[src/rtl/add8_serial_ctrl_pkg.sv]
// Shared types and default sizing for the serial adder sequencer.
package add_ctrl_pkg;

  typedef enum logic [1:0] {
    IDLE = 2'd0,
    RUN  = 2'd1,
    DONE = 2'd2
  } state_t;

  localparam int SLICE_DEF = 2;
  localparam int WIDTH_DEF = 8;

endpackage

[src/rtl/add8_serial_ctrl_adder_slice.sv]
// Combinational W-bit adder slice reused every cycle by the serial sequencer.
module adder_slice #(
  parameter int W = 2
) (
  input  logic [W-1:0] a,
  input  logic [W-1:0] b,
  input  logic         ci,
  output logic [W-1:0] s,
  output logic         co
);

  assign {co, s} = {1'b0, a} + {1'b0, b} + {{W{1'b0}}, ci};

endmodule

[src/rtl/add8_serial_ctrl.sv]
// Serial WIDTH-bit adder: one SLICE-bit slice per cycle, LSB slice first, carry registered.
//  state | meaning
//  IDLE  | in_ready high, waiting for operands
//  RUN   | adding one slice per edge, count tracks the slice index
//  DONE  | out_valid high, result held until out_ready
module add8_serial_ctrl
  import add_ctrl_pkg::*;
#(
  parameter int WIDTH = WIDTH_DEF,
  parameter int SLICE = SLICE_DEF
) (
  input  logic             clk,
  input  logic             rst_n,
  input  logic             in_valid,
  output logic             in_ready,
  input  logic [WIDTH-1:0] a,
  input  logic [WIDTH-1:0] b,
  input  logic             cin,
  output logic             out_valid,
  input  logic             out_ready,
  output logic [WIDTH-1:0] sum,
  output logic             cout
);

  localparam int NSLICE = WIDTH / SLICE;
  localparam int CW     = (NSLICE > 1) ? $clog2(NSLICE) : 1;
  localparam logic [CW-1:0] LAST = CW'(NSLICE - 1);

  if (WIDTH % SLICE != 0) begin : g_bad_slice
    $error("add8_serial_ctrl: WIDTH must be a multiple of SLICE");
  end

  state_t           state, state_nx;
  logic [CW-1:0]    count;
  logic             carry;
  logic [WIDTH-1:0] a_sh, b_sh, sum_sh;
  logic [SLICE-1:0] sl_s;
  logic             sl_co;

  adder_slice #(.W(SLICE)) u_slice (
    .a  (a_sh[SLICE-1:0]),
    .b  (b_sh[SLICE-1:0]),
    .ci (carry),
    .s  (sl_s),
    .co (sl_co)
  );

  always_comb begin
    state_nx = state;
    case (state)
      IDLE:    if (in_valid) state_nx = RUN;
      RUN:     if (count == LAST) state_nx = DONE;
      DONE:    if (out_ready) state_nx = IDLE;
      default: state_nx = IDLE;
    endcase
  end

  always_ff @(posedge clk) begin
    if (!rst_n) state <= IDLE;
    else        state <= state_nx;
  end

  // Slice results enter sum_sh at the MSB end, so after NSLICE edges slice 0 sits at the LSBs.
  always_ff @(posedge clk) begin
    if (!rst_n) begin
      count  <= '0;
      carry  <= 1'b0;
      a_sh   <= '0;
      b_sh   <= '0;
      sum_sh <= '0;
    end else begin
      case (state)
        IDLE: begin
          if (in_valid) begin
            a_sh  <= a;
            b_sh  <= b;
            carry <= cin;
            count <= '0;
          end
        end
        RUN: begin
          a_sh   <= a_sh >> SLICE;
          b_sh   <= b_sh >> SLICE;
          sum_sh <= {sl_s, sum_sh[WIDTH-1:SLICE]};
          carry  <= sl_co;
          if (count != LAST) count <= count + CW'(1);
          else               count <= '0;
        end
        default: ;
      endcase
    end
  end

  assign in_ready  = (state == IDLE);
  assign out_valid = (state == DONE);
  assign sum       = sum_sh;
  assign cout      = carry;

endmodule

[config.mk]
export PLATFORM = sky130hd
export DESIGN_NAME = add8_serial_ctrl
export DESIGN_NICKNAME = d
export VERILOG_FILES = /design/src/rtl/add8_serial_ctrl_pkg.sv /design/src/rtl/add8_serial_ctrl_adder_slice.sv /design/src/rtl/add8_serial_ctrl.sv
export SDC_FILE = /design/constraint.sdc
export NUM_CORES = 1
export LEC_CHECK = 0
export CORE_ASPECT_RATIO = 0.5
export CORE_MARGIN = 3
export CORE_UTILIZATION = 39
export CTS_CLUSTER_DIAMETER = 100
export DETAILED_ROUTE_END_ITERATION = 8
export PLACE_DENSITY = 0.75
export RECOVER_POWER = 100
export SETUP_SLACK_MARGIN = 0.4
export SLEW_MARGIN = 20
export SYNTH_ARGS = -nofsm -noshare
export SYNTH_HDL_FRONTEND = slang
export SYNTH_HIERARCHICAL = 1
export SYNTH_SLANG_ARGS = --single-unit
export TNS_END_PERCENT = 5
[constraint.sdc]
create_clock -name clk -period 1.6 [get_ports clk]
set_clock_uncertainty 0.1 [all_clocks]
set_input_delay 0.24 -clock clk [delete_from_list [all_inputs] [get_ports clk]]
set_output_delay 0.24 -clock clk [all_outputs]
set_load 0.01 [all_outputs]
==> flow_metrics.env <==
export IMPL_status="finished with violations"
export IMPL_violations="negative setup slack"
export IMPL_cp_required_ns=1.67
export IMPL_clock_latency_ns=0.28
export IMPL_crit_path_end_kind="register"
export IMPL_synth_ff_type="dfxtp_1"
export IMPL_clk_pin_slew_worst_paths_ns=0.06
export IMPL_worst_path_buf_inv=2
export IMPL_grt_pass1_wl_mm=4.93
export IMPL_place_congestion=0.722
export IMPL_antenna_left=0
export IMPL_crit_arrival_ns=1.67
export IMPL_netlist_area_mm2=0.00128
export IMPL_layout_drive_gt1_share_pct=32.8
export IMPL_syn_inst=144
export IMPL_port_buffers=31
export IMPL_routed_wirelength_mm=3.00
export IMPL_muxShareOfSynthArea_pct=0.784
export IMPL_syn2layout_area_growth_pct=48.2
export IMPL_synth_top_family_by_area="simple AND/OR/NAND/NOR gates"
export IMPL_cts_tree="yes"
export IMPL_synth_xor_area_share_pct=0
export IMPL_synth_edf_count=0
export IMPL_synth_cell_types=24
export IMPL_vdd_ir_drop_max_v=0.000648
export IMPL_cts_inserted_buffers=5
export IMPL_worst_setup_path_start_kind="register"
export IMPL_crit_cells=6
export IMPL_crit_path_max_incr_delay_ns=0.48
export IMPL_antenna_found_initial=0
export IMPL_synth_warnings=6
export IMPL_setup_slack_ns=-0.000420
export IMPL_core_area_mm2=0.00285
export IMPL_critical_path_class="reg2reg"
export IMPL_tightest_slew_ns=0.259
export IMPL_rsz0062_at_grt="yes"
export IMPL_leakagePower_nw=0.718
export IMPL_rr_worst_depth=6
export IMPL_clock_sinks=29
export IMPL_postLayoutCellArea_mm2=0.00189
export IMPL_vias_per_cell=5.28
export IMPL_max_freq_mhz=625
export IMPL_dr_first_iter_drc_count=49
export IMPL_hpwl_mm=1.93
export IMPL_fin_util_pct=66.5
export IMPL_async_flop_share_pct=0
export IMPL_die_x_um=86.9
export IMPL_maxCapViolCount=0
export IMPL_ys_seq_elements=29
export IMPL_nets=204
export IMPL_dieHeight_um=46.5
export IMPL_post_route_period_util_pct=100
export IMPL_rows=13
export IMPL_avgSynthCellArea_um2=8.86
export IMPL_final_setup_viol_count=1
export IMPL_cp_slowest_cell="fa_1"
export IMPL_relSlewSlack_pct=82.7
export IMPL_drt_pass1_iter_count=4
export IMPL_min_path_type="reg2reg"
export IMPL_cts_path_max_buffers=2
export IMPL_grt_max_degree=30
export IMPL_seq_area_frac_synth_pct=45.5
export IMPL_synth_compound_area_share_pct=21.0
export IMPL_fin_setup_tns_ns=-0.000420
export IMPL_hold_buffers=0
export IMPL_grt_pass1_vias=1089
export IMPL_die_area_mm2=0.00404
export IMPL_vias=1146
export IMPL_slew_violations=0
export IMPL_synth_fp_nets=168
export IMPL_placed_area_mm2=0.00166
export IMPL_cts_root_buf="clkbuf_8"
export IMPL_grt_usage_pct=16.5
export IMPL_finalHoldViolations=0
export IMPL_p_per_area_mw_per_mm2=906
export IMPL_drcViolationCount=0
export IMPL_cp_max_fo=3
export IMPL_synth_adder_area_share_pct=4.12
export IMPL_pre_cts_ws_ns=-0.107
export IMPL_htree_levels=2
export IMPL_crit_path_cell_trace="inv_2 -> fa_2 -> fa_1 -> inv_1 -> nand2_1 -> a21boi_1"
export IMPL_hold_depth=2
export IMPL_initial_core_util_pct=44.8
export IMPL_synth_simple_area_share_pct=21.1
export IMPL_final_min_clock_period_ns=1.60
export IMPL_diodes=0
export IMPL_cp_top_family="adder cells"
export IMPL_grt_overflow_total=0
export IMPL_io_pin_count=32
export IMPL_wl_per_cell_um=13.8
export IMPL_timing_hold_ws_ns=0.352
per-stage QoR:
step           total power, mW  cells
2_1_floorplan            0.956    144
3_3_place_gp              1.07    209
4_1_cts                   1.72    217
3_5_place_dp              1.08    209
5_1_grt                   1.80    217
6_report                  1.71    217
cells in the final DEF (no fill, tap or decap), types with 3 or more instances in the layout:
cell type and instances:
dfxtp_2 9, a21boi_1 12, inv_1 8, dfxtp_1 19, nor2_1 27, buf_6 4
o21ai_0 5, nand2_1 16, clkdlybuf4s50_1 20, clkbuf_8 6, nand4bb_1 4, o221ai_2 13
buf_12 3, clkdlybuf4s15_2 4, buf_2 3
routing by layer:
metal	routed length, µm	GRT usage (%)
met1	1430	20.4
met2	1390	27.5
met3	159	5.36
met4	22	5.59
met5	0	0
worst reg2reg max path, stage by stage, from the launching register on:
cell and delay (ns):
dfxtp_2 0.35, inv_2 0.04, fa_2 0.38, fa_1 0.48, inv_1 0.04, nand2_1 0.05
a21boi_1 0.06
power by group:
group,switching (mW),internal (mW),total [mW]
Combinational,0.139,0.166,0.305
Clock,0.257,0.340,0.598
Sequential,0.0392,0.772,0.811
sequential cells by signal, summed over array words and instances, names as in the netlist:
signal,flops
sum,8
state,2
b_sh,8
a_sh,8
cout,1
count,2
cells in the mapped netlist, types with 2 or more instances:
library cell	count	area, µm²
dfxtp_1	29	581
nor2_1	28	105
nand2_1	17	63.8
a21boi_0	13	97.6
o221ai_1	12	105
inv_1	10	37.5
buf_2	5	25.0
o21ai_0	5	25.0
nand4bb_1	4	45.0
nor2b_1	4	25.0
buf_4	2	15.0
clkbuf_1	2	7.51
fa_1	2	40.0
path summary, 6_finish.rpt:
| path | start | to | slack (ns) |
|---|---|---|---|
| worst max register to register | cout | sum[7] | -0.0004 |
| worst max-delay path | cout | sum[7] | -0.0004 |
| worst min register to register | sum[0] | sum[0] | 0.35 |
| worst min-delay path | sum[0] | sum[0] | 0.35 |
cell families (layout without fill, tap and decap cells):
group	count (synthesis)	count (layout)
adders and majority gates	3	3
and+or+nand+nor	57	57
buffers and inverters	20	56
DFF	29	29
AOI/OAI and AO/OA	34	34
muxes	1	1
timing repair:
item / CTS / global route
resized for setup: 64 / 26
setup buffers: 1 / 0
endpoints found under the setup margin: 39 / 38
pin swaps: 30 / 15
area by class of cell:
| cell class | count | area, µm² |
|---|---|---|
| tap | 37 | 46.3 |
| inverter | 10 | 37.5 |
| timing repair buffer | 39 | 405 |
| clock buffer | 7 | 86.3 |
| sequential | 29 | 596 |
| multi-input combinational | 95 | 721 |
| fill | 225 | 955 |
Power figures use the tool's default switching activity.
